--- config.mk ---
export PLATFORM = sky130hd
export DESIGN_NAME = syn_but_sched
export DESIGN_NICKNAME = d
export VERILOG_FILES = /design/src/rtl/syn_but_sched.sv
export SDC_FILE = /design/constraint.sdc
export NUM_CORES = 1
export LEC_CHECK = 0
export CAP_MARGIN = 25
export CORE_MARGIN = 1.5
export CORE_UTILIZATION = 30
export DETAILED_ROUTE_END_ITERATION = 6
export PLACE_DENSITY = 0.53
export SLEW_MARGIN = 20
export SYNTH_ARGS = -nofsm -noshare
export SYNTH_HDL_FRONTEND = slang
export SYNTH_SLANG_ARGS = --single-unit
--- constraint.sdc ---
create_clock -name clk_ir -period 3.5 [get_ports clk_ir]
set_input_delay 0.7 -clock clk_ir [delete_from_list [all_inputs] [get_ports clk_ir]]
set_output_delay 0.7 -clock clk_ir [all_outputs]
set_load 0.03 [all_outputs]
--- src/rtl/syn_but_sched.sv ---
// syn_but_sched
//   Master-side scheduler for the radix-2 butterfly unit. Runs a complete
//   in-place decimation-in-time FFT over the sample RAM. The RAM already holds
//   the input in bit-reversed order. The block walks every stage, fetches each
//   operand pair plus its twiddle, and strobes them into the butterfly. It then
//   writes the two result beats back to the operand addresses.
//
//   Ports
//     clk_ir, rst_sync_l        clock, asynchronous active-low reset
//     fft_start                 start pulse (ignored unless idle)
//     fft_busy / fft_done       run status / one-cycle completion pulse
//     but_err                   sticky error, cleared by an accepted start
//     ram_rd_*                  sample RAM read port (data P_RD_LAT after enable)
//     ram_wr_*                  sample RAM write port (driven from result beats)
//     twdl_addr / twdl_data     twiddle ROM (data P_RD_LAT after address)
//     but_sample_a/b, but_twdl  butterfly operands, held between strobes
//     but_sample_rdy            operand strobe
//     but_res, but_res_rdy      butterfly result beats (sum first, then difference)
//     but_bffr_ovrflw/underflw  butterfly buffer fault indications
//     dbg_state                 current FSM state
//
//   Handshake: both directions are valid-only with no back-pressure.
//   but_sample_rdy is high for exactly one cycle per butterfly, and operands are
//   valid in that cycle. Each but_res_rdy cycle carries one result beat that
//   must be consumed in that same cycle. Flow control comes from throttling
//   issue on the pending write-back queue.
module syn_but_sched #(
    parameter int P_LOG2N    = 7,
    parameter int P_SAMPLE_W = 32,
    parameter int P_TWDL_W   = 10,
    parameter int P_RD_LAT   = 2,
    parameter int P_Q_DEPTH  = 8
) (
    input  logic                    clk_ir,
    input  logic                    rst_sync_l,
    input  logic                    fft_start,
    output logic                    fft_busy,
    output logic                    fft_done,
    output logic                    but_err,
    output logic [P_LOG2N-1:0]      ram_rd_addr,
    output logic                    ram_rd_en,
    input  logic [2*P_SAMPLE_W-1:0] ram_rd_data,
    output logic [P_LOG2N-1:0]      ram_wr_addr,
    output logic                    ram_wr_en,
    output logic [2*P_SAMPLE_W-1:0] ram_wr_data,
    output logic [P_LOG2N-2:0]      twdl_addr,
    input  logic [2*P_TWDL_W-1:0]   twdl_data,
    output logic [2*P_SAMPLE_W-1:0] but_sample_a,
    output logic [2*P_SAMPLE_W-1:0] but_sample_b,
    output logic [2*P_TWDL_W-1:0]   but_twdl,
    output logic                    but_sample_rdy,
    input  logic [2*P_SAMPLE_W-1:0] but_res,
    input  logic                    but_res_rdy,
    input  logic                    but_bffr_ovrflw,
    input  logic                    but_bffr_underflw,
    output logic [1:0]              dbg_state
);
    localparam int LW  = P_LOG2N;
    localparam int JW  = P_LOG2N - 1;
    localparam int SW  = $clog2(P_LOG2N);
    localparam int DW  = 2 * P_SAMPLE_W;
    localparam int TW  = 2 * P_TWDL_W;
    localparam int QAW = $clog2(P_Q_DEPTH);
    localparam int QCW = QAW + 1;

    typedef enum logic [1:0] {
        ST_IDLE  = 2'd0,
        ST_ISSUE = 2'd1,
        ST_DRAIN = 2'd2,
        ST_DONE  = 2'd3
    } state_t;

    state_t            state_q, state_d;
    logic [SW-1:0]     stage_q, stage_d;
    logic [JW-1:0]     j_q, j_d;
    logic              phase_q, phase_d;   // 0: a-read slot cycle, 1: b-read cycle
    logic              err_q, err_d;
    logic              beat_q;             // 1 once the sum beat of the head entry is written
    logic [QAW-1:0]    q_wptr_q, q_rptr_q;
    logic [QCW-1:0]    q_cnt_q;
    logic [2*LW-1:0]   q_mem [P_Q_DEPTH];
    logic [P_RD_LAT-1:0] rd_vld_q, rd_isb_q;
    logic [DW-1:0]     a_hold_q, sa_q, sb_q;
    logic [TW-1:0]     tw_q;
    logic              rdy_q;

    logic              push, pop, res_ok, q_full, q_empty;
    logic              rd_en, rd_is_b, start_ok, done;
    logic [JW-1:0]     mask_j;
    logic [LW-1:0]     span, addr_a, addr_b;
    logic [JW-1:0]     tw_idx;
    logic [2*LW-1:0]   head;
    logic              cap_vld, cap_b;

    // Low s bits of j index the butterfly within its group; the high bits pick
    // the group, which is spread out by one extra bit to make room for the
    // partner at +span.
    always_comb begin
        mask_j = ~({JW{1'b1}} << stage_q);
        span   = {{(LW-1){1'b0}}, 1'b1} << stage_q;
        addr_a = {j_q & ~mask_j, 1'b0} | {1'b0, j_q & mask_j};
        addr_b = addr_a | span;
        tw_idx = (j_q & mask_j) << (SW'(JW) - stage_q);
    end

    assign q_full  = (q_cnt_q == QCW'(P_Q_DEPTH));
    assign q_empty = (q_cnt_q == '0);
    assign res_ok  = but_res_rdy && !q_empty;
    assign pop     = res_ok && beat_q;
    assign head    = q_mem[q_rptr_q];

    always_comb begin
        state_d  = state_q;
        stage_d  = stage_q;
        j_d      = j_q;
        phase_d  = phase_q;
        push     = 1'b0;
        rd_en    = 1'b0;
        rd_is_b  = 1'b0;
        start_ok = 1'b0;
        done     = 1'b0;
        case (state_q)
            ST_IDLE: begin
                if (fft_start) begin
                    start_ok = 1'b1;
                    state_d  = ST_ISSUE;
                    stage_d  = '0;
                    j_d      = '0;
                    phase_d  = 1'b0;
                end
            end
            ST_ISSUE: begin
                if (!phase_q) begin
                    // A slot only opens when the write-back queue has room.
                    if (!q_full) begin
                        rd_en   = 1'b1;
                        push    = 1'b1;
                        phase_d = 1'b1;
                    end
                end else begin
                    rd_en   = 1'b1;
                    rd_is_b = 1'b1;
                    phase_d = 1'b0;
                    if (j_q == {JW{1'b1}}) state_d = ST_DRAIN;
                    else                   j_d     = j_q + 1'b1;
                end
            end
            ST_DRAIN: begin
                // The next stage reads what this stage writes, so every result
                // must have landed first.
                if (q_empty && !beat_q) begin
                    if (stage_q == SW'(P_LOG2N - 1)) begin
                        state_d = ST_DONE;
                    end else begin
                        stage_d = stage_q + 1'b1;
                        j_d     = '0;
                        state_d = ST_ISSUE;
                    end
                end
            end
            ST_DONE: begin
                done    = 1'b1;
                state_d = ST_IDLE;
            end
            default: state_d = ST_IDLE;
        endcase
    end

    always_comb begin
        err_d = err_q;
        if (start_ok) err_d = 1'b0;
        if (but_bffr_ovrflw || but_bffr_underflw || (but_res_rdy && q_empty)) err_d = 1'b1;
    end

    assign cap_vld = rd_vld_q[P_RD_LAT-1];
    assign cap_b   = rd_isb_q[P_RD_LAT-1];

    always_ff @(posedge clk_ir or negedge rst_sync_l) begin
        if (!rst_sync_l) begin
            state_q  <= ST_IDLE;
            stage_q  <= '0;
            j_q      <= '0;
            phase_q  <= 1'b0;
            err_q    <= 1'b0;
            beat_q   <= 1'b0;
            q_wptr_q <= '0;
            q_rptr_q <= '0;
            q_cnt_q  <= '0;
            rd_vld_q <= '0;
            rd_isb_q <= '0;
            a_hold_q <= '0;
            sa_q     <= '0;
            sb_q     <= '0;
            tw_q     <= '0;
            rdy_q    <= 1'b0;
        end else begin
            state_q <= state_d;
            stage_q <= stage_d;
            j_q     <= j_d;
            phase_q <= phase_d;
            err_q   <= err_d;
            // Toggle per accepted beat; the second beat pops and returns it to 0.
            if (res_ok) beat_q <= !beat_q;
            if (push) q_wptr_q <= q_wptr_q + 1'b1;
            if (pop)  q_rptr_q <= q_rptr_q + 1'b1;
            case ({push, pop})
                2'b10:   q_cnt_q <= q_cnt_q + 1'b1;
                2'b01:   q_cnt_q <= q_cnt_q - 1'b1;
                default: q_cnt_q <= q_cnt_q;
            endcase
            // Tag each read so its data is recognised P_RD_LAT cycles later.
            rd_vld_q[0] <= rd_en;
            rd_isb_q[0] <= rd_is_b;
            for (int i = 1; i < P_RD_LAT; i++) begin
                rd_vld_q[i] <= rd_vld_q[i-1];
                rd_isb_q[i] <= rd_isb_q[i-1];
            end
            if (cap_vld && !cap_b) a_hold_q <= ram_rd_data;
            if (cap_vld && cap_b) begin
                sa_q <= a_hold_q;
                sb_q <= ram_rd_data;
                tw_q <= twdl_data;
            end
            rdy_q <= cap_vld && cap_b;
        end
    end

    always_ff @(posedge clk_ir) begin
        if (push) q_mem[q_wptr_q] <= {addr_a, addr_b};
    end

    assign fft_busy       = (state_q == ST_ISSUE) || (state_q == ST_DRAIN);
    assign fft_done       = done;
    assign but_err        = err_q;
    assign dbg_state      = state_q;
    assign ram_rd_en      = rd_en;
    assign ram_rd_addr    = rd_is_b ? addr_b : (rd_en ? addr_a : '0);
    assign twdl_addr      = rd_is_b ? tw_idx : '0;
    // Beats with no pending entry are flagged as errors and never written.
    assign ram_wr_en      = res_ok;
    assign ram_wr_addr    = res_ok ? (beat_q ? head[LW-1:0] : head[2*LW-1:LW]) : '0;
    assign ram_wr_data    = res_ok ? but_res : '0;
    assign but_sample_a   = sa_q;
    assign but_sample_b   = sb_q;
    assign but_twdl       = tw_q;
    assign but_sample_rdy = rdy_q;
endmodule

== After elaboration in Yosys (flattened, before gate mapping) ==
Memories as Yosys holds them, arrays and structs flattened.
Cells that the tools add are included.
Cells by class
  $add $sub $neg: 7
  eq/ne operators: 14
  shift-type cells: 3
  mux-type cells: 39
  bitwise logic cells: 6
  reduce and logical (&&, ||, !) cells: 23
Operator list (count)
  64-bit two-way mux: 1
  6-bit two-way mux: 6
  7-bit two-way mux: 4
  6-bit one-hot mux with 3 select lines: 1
  1-bit two-way mux: 15
  6-bit bitwise AND: 2
  2-bit != test, second input constant: 6
  6-bit inverter: 2
  2-bit two-way mux: 5
  3-bit by 1-bit adder with 3-bit output, second input constant: 3
  3-bit two-way mux: 3
  2-bit one-hot mux with 4 select lines: 1
  4-bit one-hot mux with 2 select lines: 1
  4-bit AND reduction: 2
  2-bit nonzero test: 4
  7-bit by 6-bit OR with 7-bit output: 1
  7-bit OR: 1
  1-bit by 3-bit << shifter with 7-bit output, first input constant: 1
  6-bit by 1-bit adder with 6-bit output, second input constant: 1
  2-bit equality test, second input constant: 3
  6-bit equality test, second input constant: 1
  1-bit logical AND: 6
  3-bit one-hot mux with 2 select lines: 1
  6-bit AND reduction: 1
  15 further kinds: 20
Storage, ports and cells
  register bits after elaboration: 241
  bits in writable memories: 112
  output and inout bits: 240
  word-level logic and storage cells: 109
  memories: 1
Memory list
  q_mem: words 8, bits a word 14, read ports 1, clocked after memory_dff 0, write ports 1, RTL line 81  | logic [2*LW-1:0] q_mem [P_Q_DEPTH];

== Depth between registers and ports, before layout ==
Gate-level depths: netlist (run 1).
  depth in word-level cells: 7
  mapped depth: 13
  depth with buffers taken out: 12

== Least setup slack after synthesis (run 1) ==
OpenSTA, ideal clock, no wires.
  kind: register to register
  start point: register state_q[1], in the netlist dbg_state[1]
  end point: memory q_mem[0][0] (netlist bit) (enable)
  library setup time: 0.421 ns
  arrival: 2.905 ns
  data required time: 3.079 ns
  slack: 0.174 ns
  cell stages (with the launch flop): 8
  buffers on the path: 1
  cells stage by stage: dfrtp_1 -> inv_1 -> ha_1 -> clkbuf_1 -> nor2b_1 -> and2_1 -> inv_2 -> nor4_1
On the way
  longest elaborated chain between the ends: 4
Ends and longest elaborated chain
  from (decl): RTL line 73  | state_t state_q, state_d;
  from (signal assigned): RTL line 197  | state_q <= state_d;
  2-bit by 1-bit equality test with 1-bit output: RTL line 122  | case (state_q)
  1-bit two-way mux: RTL line 122
  1-bit two-way mux: RTL line 229  | if (push) q_mem[q_wptr_q] <= {addr_a, addr_b};
  1-bit two-way mux (implied by the code): RTL line 229
  to (decl): RTL line 81
No other way between the ends.

== Final worst setup path (run 1) ==
  start point: register q_cnt_q[1]
  end point: output port ram_rd_addr[3]
On the way
  longest elaborated chain between the ends: 6
Ends and longest elaborated chain
  from (decl): RTL line 80  | logic [QCW-1:0] q_cnt_q;
  from (signal assigned): RTL line 207  | 2'b10: q_cnt_q <= q_cnt_q + 1'b1;
  from (signal assigned): RTL line 208  | 2'b01: q_cnt_q <= q_cnt_q - 1'b1;
  from (signal assigned): RTL line 209  | default: q_cnt_q <= q_cnt_q;
  4-bit equality test: RTL line 106  | assign q_full = (q_cnt_q == QCW'(P_Q_DEPTH));
  1-bit two-way mux: RTL line 135  | if (!q_full) begin
  1-bit two-way mux: RTL line 133  | if (!phase_q) begin
  1-bit two-way mux: RTL line 122
  7-bit two-way mux (2 in series): RTL line 237  | assign ram_rd_addr = rd_is_b ? addr_b : (rd_en ? addr_a : '0);
  to (decl): RTL line 40  | output logic [P_LOG2N-1:0] ram_rd_addr,
No other way between the ends.

==> metrics.txt, run 1 <==
post-route DRC violation count 0; Post-Synthesis Cells 959; WP data required 2800 ps; clk buf depth 3; leakage 0.00851 µW; worst rel slew slack 36.6%; commonest cells in the netlist 241 x dfrtp_1, 221 x mux2_2, 112 x edfxtp_1; Synth Register Bits 353; final setup fails 0; Synthesized Nets 1129; Yosys top cell by area dfrtp_1; synth unique cells 63; Die H 224 µm; Post-Route Utilization 43.0%; post-route ant nets 0; share of cells above drive strength 1 31.9%; setup_tns 0 ps; DP Cell Count 1942; initial drt markers 509; most common cell in the netlist dfrtp_1; Max IR drop VDD 0.340 mV; Die X-Extent 224 µm; sequential share of the synthesized area 64.0%; H-tree depth 2; Cell Chain, Critical Path or4b_1, o21ai_4, a21oi_1, clkdlybuf4s50_1; ys async rst share 68.3%; WP data arrival 2650 ps; Tot GR Track Use 15.6%; dpl ws 292 ps; Multi-input gate area 4990 µm²; first-pass GRT wire length 59700 µm; Power Dens Cells 905 nW/µm²; largest net degree at the start of global routing 103; synthesized cell area 14700 µm²; Hold WS 165 ps; synth top area cells dfrtp_1 41%, edfxtp_1 23%, mux2_2 17%; core area 48000 µm²; area growth from synthesis to final layout 40.6%; Via Count 9596; Fin. Hold Viols 0; CP Capture Type output port; number of synthesis warnings 0; Slew Viols, Final 0; post-CTS setup buffers 0; Storage cell area 9400 µm²; WP buf/inv 1; CTS clock-pin slew for the worst setup and hold paths 60 ps; final period demand of the worst path 3350 ps; crit path max fanout 8; element type at the critical path start register; DP HPWL 27400 µm; Hold Path Class input pin to async pin; grt total ovfl 0; post-synth top area share 41.1%; Total Wirelength 39300 µm; Post-Layout Cell Count 2010; num rows 80; Initial Util 30.6%; CTS Buf Count 40; worst-skew pair later-pin latency 550 ps; Crit Path Class register to output port; Hold-fix buffers, CTS 0; I/O Pins 394; delay-heaviest family, CP buffers and inverters; Routed WL per cell 19.5 µm; iteration count of the initial detailed-routing pass 5; Worst Tran Pin Value 941 ps; CTS tree built; final worst slack 150 ps; CP max stage cell clkdlybuf4s50_1; Setup Skew 16.1 ps; slowest stage delay, CP 620 ps; commonest register cell after synthesis dfrtp_1; EDFF count, synth 112; max_cap viols 0; Sink Count 353; die area 50300 µm²; syn_area_per_cell 15.3 µm²; vias in the first global route 10037; port buffer count 393; vias per inst 4.77; GPL Wtd Cong 0.820; fill count 4432; fmax 299 MHz; final-stage net count 1539; Root Driver clkbuf_16; period utilization 95.7%; run status completed; antenna violations before repair 0; n_diodes 0; RSZ-0062 raised after global routing no
[worst register-to-register path, delay by kind of cell, from the launching register on]
family	cells	cell delay [ps]
compound gates	1	140
xor+xnor	3	460
fa+ha+maj	3	660
buf+inv	3	440
flops	1	420
simple gates	3	540
[stage by stage]
stage | area (µm²) | total power (µW)
after floorplan | 14700 | 11600
after global placement | 19400 | 14800
after detailed placement | 19400 | 15000
after global routing | 20600 | 19700
final | 20600 | 18700
after CTS | 20600 | 19000
[sequential cells by signal, summed over array words and instances, names as in the netlist]
signal	cells
q_mem	112
q_wptr_q	3
rd_isb_q	2
but_err	1
but_sample_a	64
j_q	6
dbg_state	2
q_cnt_q	4
phase_q	1
but_sample_b	64
but_twdl	20
but_sample_rdy	1
rd_vld_q	2
a_hold_q	64
beat_q	1
q_rptr_q	3
stage_q	3
[logic make-up after synthesis]
family	count (synthesis)	synth area share [%]
flip-flops	353	64.0
multiplexers	260	22.0
AND/OR/NAND/NOR	172	6.62
buffers and inverters	79	2.48
AO/OA/AOI/OAI	69	2.94
adder cells (fa/ha/maj)	16	1.36
XOR/XNOR	10	0.597
[path summary, 6_finish.rpt]
| path | startpoint | slack, ps | cells past startpoint | endpoint |
|---|---|---|---|---|
| max in group asynchronous | rst_sync_l | 2450 | 2 | stage_q[1]$_DFFE_PN0P_ |
| worst min-delay path | rst_sync_l | 170 | 1 | but_sample_b[35]$_DFFE_PN0P_ |
| worst max-delay path | q_cnt_q[1]$_DFFE_PN0P_ | 150 | 4 | ram_rd_addr[3] |
| worst min register to register | rd_vld_q[0]$_DFF_PN0_ | 350 | 0 | rd_vld_q[1]$_DFF_PN0_ |
| worst max register to register | dbg_state[1]$_DFFE_PN0P_ | 740 | 13 | q_cnt_q[2]$_DFFE_PN0P_ |
| min in group clk_ir | rd_vld_q[0]$_DFF_PN0_ | 350 | 0 | rd_vld_q[1]$_DFF_PN0_ |
[routing by layer]
metal	GRT usage, %	up-vias	wire length (µm)
met5	0	-	0
met1	18.8	4802	15800
met4	6.75	0	1310
li1	-	4359	-
met2	26.8	372	19700
met3	3.44	63	2380
[final cells by class]
cell class,count,share of cell area [%]
Clock buffer,57,5.57
Clock inverter,11,0.303
Inverter,24,0.443
Multi-Input combinational cell,527,24.2
Sequential cell,353,45.5
Tap cell,615,3.73
Timing Repair Buffer,423,20.3
[cells in the final DEF, fill, tap and decap left out, drive strengths merged, types with 2 or more instances in the layout]
master         instances
clkdlybuf4s50        308
dfrtp                241
mux2                 222
edfxtp               112
buf                  106
and3                  66
clkbuf                59
nand2                 36
mux4                  28
inv                   25
a21oi                 22
o21ai                 17
ha                    16
nand3                 15
nor2                  14
nor3                  11
mux2i                 10
nand2b                 9
clkinv                 9
xnor2                  6
a31oi                  6
xor2                   4
dlygate4sd2            4
nor2b                  4
and2                   4
nor4                   4
a211oi                 3
nand3b                 2
o21a                   2
a41oi                  2
o22ai                  2
nor4b                  2
o311ai                 2
dlymetal6s2s           2
a21o                   2
[power by group]
group / switching, µW / internal [µW] / leakage [µW]
clock: 1630 / 2280 / 0.000599
combinational: 4380 / 3760 / 0.00393
sequential: 806 / 5840 / 0.00399
total: 6820 / 11900 / 0.00851
[repair_timing]
action                                  in CTS  in global routing
pin swaps                                    0                  1
gates resized for setup                     14                 10
gates cloned                                 0                  0
endpoints found under the setup margin      13                  9
No activity file was read; power rests on OpenSTA's default activity.
==> run 2, diff against run 1 <==
--- a/config.mk
+++ b/config.mk
@@ -6,10 +6,12 @@
 export NUM_CORES = 1
 export LEC_CHECK = 0
 export CAP_MARGIN = 25
+export CELL_PAD_IN_SITES_DETAIL_PLACEMENT = 1
+export CELL_PAD_IN_SITES_GLOBAL_PLACEMENT = 1
 export CORE_MARGIN = 1.5
 export CORE_UTILIZATION = 30
 export DETAILED_ROUTE_END_ITERATION = 6
-export PLACE_DENSITY = 0.53
+export PLACE_DENSITY = 0.63
 export SLEW_MARGIN = 20
 export SYNTH_ARGS = -nofsm -noshare
 export SYNTH_HDL_FRONTEND = slang
==> run 2 against run 1 <==
  * Register-to-register slack about the same
  * Count of clock-buffer cells in the layout is 6 higher
  * Non-clock buffer count rose by 1
  * Highest routed layer unchanged
==> metrics.txt, run 2 (synthesized netlist as in run 1, its figures left out) <==
WP data arrival 2690 ps (was 2650 ps); element type at the critical path start register (unchanged); Total Wirelength 42500 µm (was 39300 µm); post-route ant nets 0 (unchanged); Power Dens Cells 919 nW/µm² (was 905 nW/µm²); port buffer count 393 (unchanged); post-route DRC violation count 0 (unchanged); Via Count 9653 (was 9596); final period demand of the worst path 3390 ps (was 3350 ps); Slew Viols, Final 0 (unchanged); WP data required 2800 ps (about the same); grt total ovfl 0 (unchanged); leakage 0.00864 µW (was 0.00851 µW); I/O Pins 394 (unchanged); fill count 4924 (was 4432); GPL Wtd Cong 0.777 (was 0.820); delay-heaviest family, CP multiplexers (was buffers and inverters); final-stage net count 1540 (was 1539); Hold WS 137 ps (was 165 ps); Setup Skew 26.2 ps (was 16.1 ps); final setup fails 0 (unchanged); n_diodes 0 (unchanged); initial drt markers 489 (was 509); antenna violations before repair 0 (unchanged); Fin. Hold Viols 0 (unchanged); Worst Tran Pin Value 840 ps (was 941 ps); core area 48000 µm² (unchanged); commonest non-fill, non-tap cells in the layout 308 x clkdlybuf4s50_1, 240 x dfrtp_1, 221 x mux2_2 (was 308 x clkdlybuf4s50_1, 239 x dfrtp_1, 221 x mux2_2); Post-Route Utilization 43.5% (was 43.0%); vias in the first global route 10469 (was 10037); share of power burned in registers 34.6% (was 35.5%); Root Driver clkbuf_16 (unchanged); CTS tree built (unchanged); Die H 224 µm (unchanged); setup_tns 0 ps (unchanged); Top reg by flops q_mem (unchanged); num rows 80 (unchanged); Cell Chain, Critical Path buf_6, mux4_2, mux2_2, o21ai_0, a21oi_1, buf_4 (was or4b_1, o21ai_4, a21oi_1, clkdlybuf4s50_1); most common cell after layout, fill and taps aside clkdlybuf4s50_1 (unchanged); fmax 295 MHz (was 299 MHz); Initial Util 30.6% (unchanged); Max IR drop VDD 0.293 mV (was 0.340 mV); worst-skew pair later-pin latency 550 ps (about the same); RSZ-0062 raised after global routing no (unchanged); Routed WL per cell 21.1 µm (was 19.5 µm); first-pass GRT wire length 64700 µm (was 59700 µm); Switch Pwr 6920 µW (was 6820 µW); CTS Buf Count 40 (unchanged); clk buf depth 3 (unchanged); Int Power 12300 µW (was 11900 µW); share of cells above drive strength 1 31.7% (was 31.9%); Hold Path Class input pin to async pin (unchanged); crit path max fanout 20 (was 8); WP buf/inv 2 (was 1); largest net degree at the start of global routing 74 (was 103); CP max stage cell mux4_2 (was clkdlybuf4s50_1); Sink Count 353 (unchanged); max FFs per register 112 (unchanged); Tot GR Track Use 17.0% (was 15.6%); Die X-Extent 224 µm (unchanged); Crit Path Class register to output port (unchanged); CTS clock-pin slew for the worst setup and hold paths 60 ps (about the same); slowest stage delay, CP 540 ps (was 620 ps); worst rel slew slack 43.4% (was 36.6%); Comb pwr share 43.1% (was 43.5%); CP Capture Type output port (unchanged); iteration count of the initial detailed-routing pass 4 (was 5); power share of the clock group 22.2% (was 20.9%); area growth from synthesis to final layout 42.3% (was 40.6%); period utilization 96.7% (was 95.7%); vias per inst 4.79 (was 4.77); die area 50300 µm² (unchanged); DP HPWL 30900 µm (was 27400 µm); H-tree depth 2 (unchanged); total power 19200 µW (was 18700 µW); Net Sw Frac 36.1% (was 36.5%); max_cap viols 0 (unchanged); run status completed (unchanged)
-- run 2: changes by cell type in the layout (fill, tap and decap cells not counted), sizes merged, moves of 2 or more --
cell,change
buf,+2
bufinv,+4
clkbuf,+4
clkinv,-5
dlymetal6s2s,+2
inv,-2
-- run 2: area by class of cell --
cell class | count | area (µm²) | area share, %
Clock buffer | 63 | 1200 | 5.74
Clock inverter | 8 | 143 | 0.683
Inverter | 24 | 91.3 | 0.437
Multi-Input combinational cell | 527 | 4970 | 23.8
Sequential cell | 353 | 9400 | 45.0
Tap cell | 615 | 769 | 3.68
Timing Repair Buffer | 424 | 4320 | 20.7
-- run 2: worst reg2reg max path: cells and delay by family, from the launching register on --
family,cells,cell delay [ps]
AO/OA/AOI/OAI,1,430
flip-flops,1,410
buffers and inverters,2,270
XOR/XNOR,1,140
AND/OR/NAND/NOR,4,840
adder cells (fa/ha/maj),2,550
-- run 2: power by group through the flow --
stage / Clock, µW / Sequential, µW / Combinational [µW]
floorplan: 0 / 8210 / 3380
global placement: 0 / 6650 / 8280
detailed placement: 0 / 6740 / 8370
CTS: 4420 / 6660 / 8400
global route: 4570 / 6870 / 8790
finish: 4270 / 6640 / 8280
-- run 2: metal layers --
metal	vias to the layer above	global-route usage, %	wire [µm]
met5	-	0	0
met4	0	5.22	986
met3	53	4.42	2980
met2	367	29.8	21700
met1	4891	20.3	16800
li1	4342	-	-
-- run 2: repair_timing --
action / 4_1_cts / 5_1_grt
endpoints found under the setup margin: 6 / 12
hold buffers: 0 / 0
hold endpoints to repair: 0 / 0
pin swaps: 0 / 0
buffers inserted: 0 / 0
gates resized for setup: 7 / 7
-- run 2: worst paths after layout --
kind                                     startpoint                      endpoint  slack (ps)  cells after the start
max reg2reg                dbg_state[1]$_DFFE_PN0P_        q_cnt_q[3]$_DFFE_PN0P_         740                     10
max                         q_rptr_q[1]$_DFFE_PN0P_                ram_wr_addr[3]         110                      6
max in group asynchronous                rst_sync_l      a_hold_q[14]$_DFFE_PN0P_        2450                      2
min reg2reg                   rd_vld_q[0]$_DFF_PN0_         rd_vld_q[1]$_DFF_PN0_         350                      0
min                                      rst_sync_l  but_sample_a[42]$_DFFE_PN0P_         140                      1
min in group clk_ir           rd_vld_q[0]$_DFF_PN0_         rd_vld_q[1]$_DFF_PN0_         350                      0
-- run 2: per-stage QoR --
stage | setup WS [ps] | std cells | cell area, µm²
global route | 11.6 | 2014 | 20900
finish | 114 | 2014 | 20900
detailed placement | 370 | 1942 | 19500
floorplan | 174 | 959 | 14700
CTS | 13.5 | 2013 | 20900
global placement | 437 | 1942 | 19500
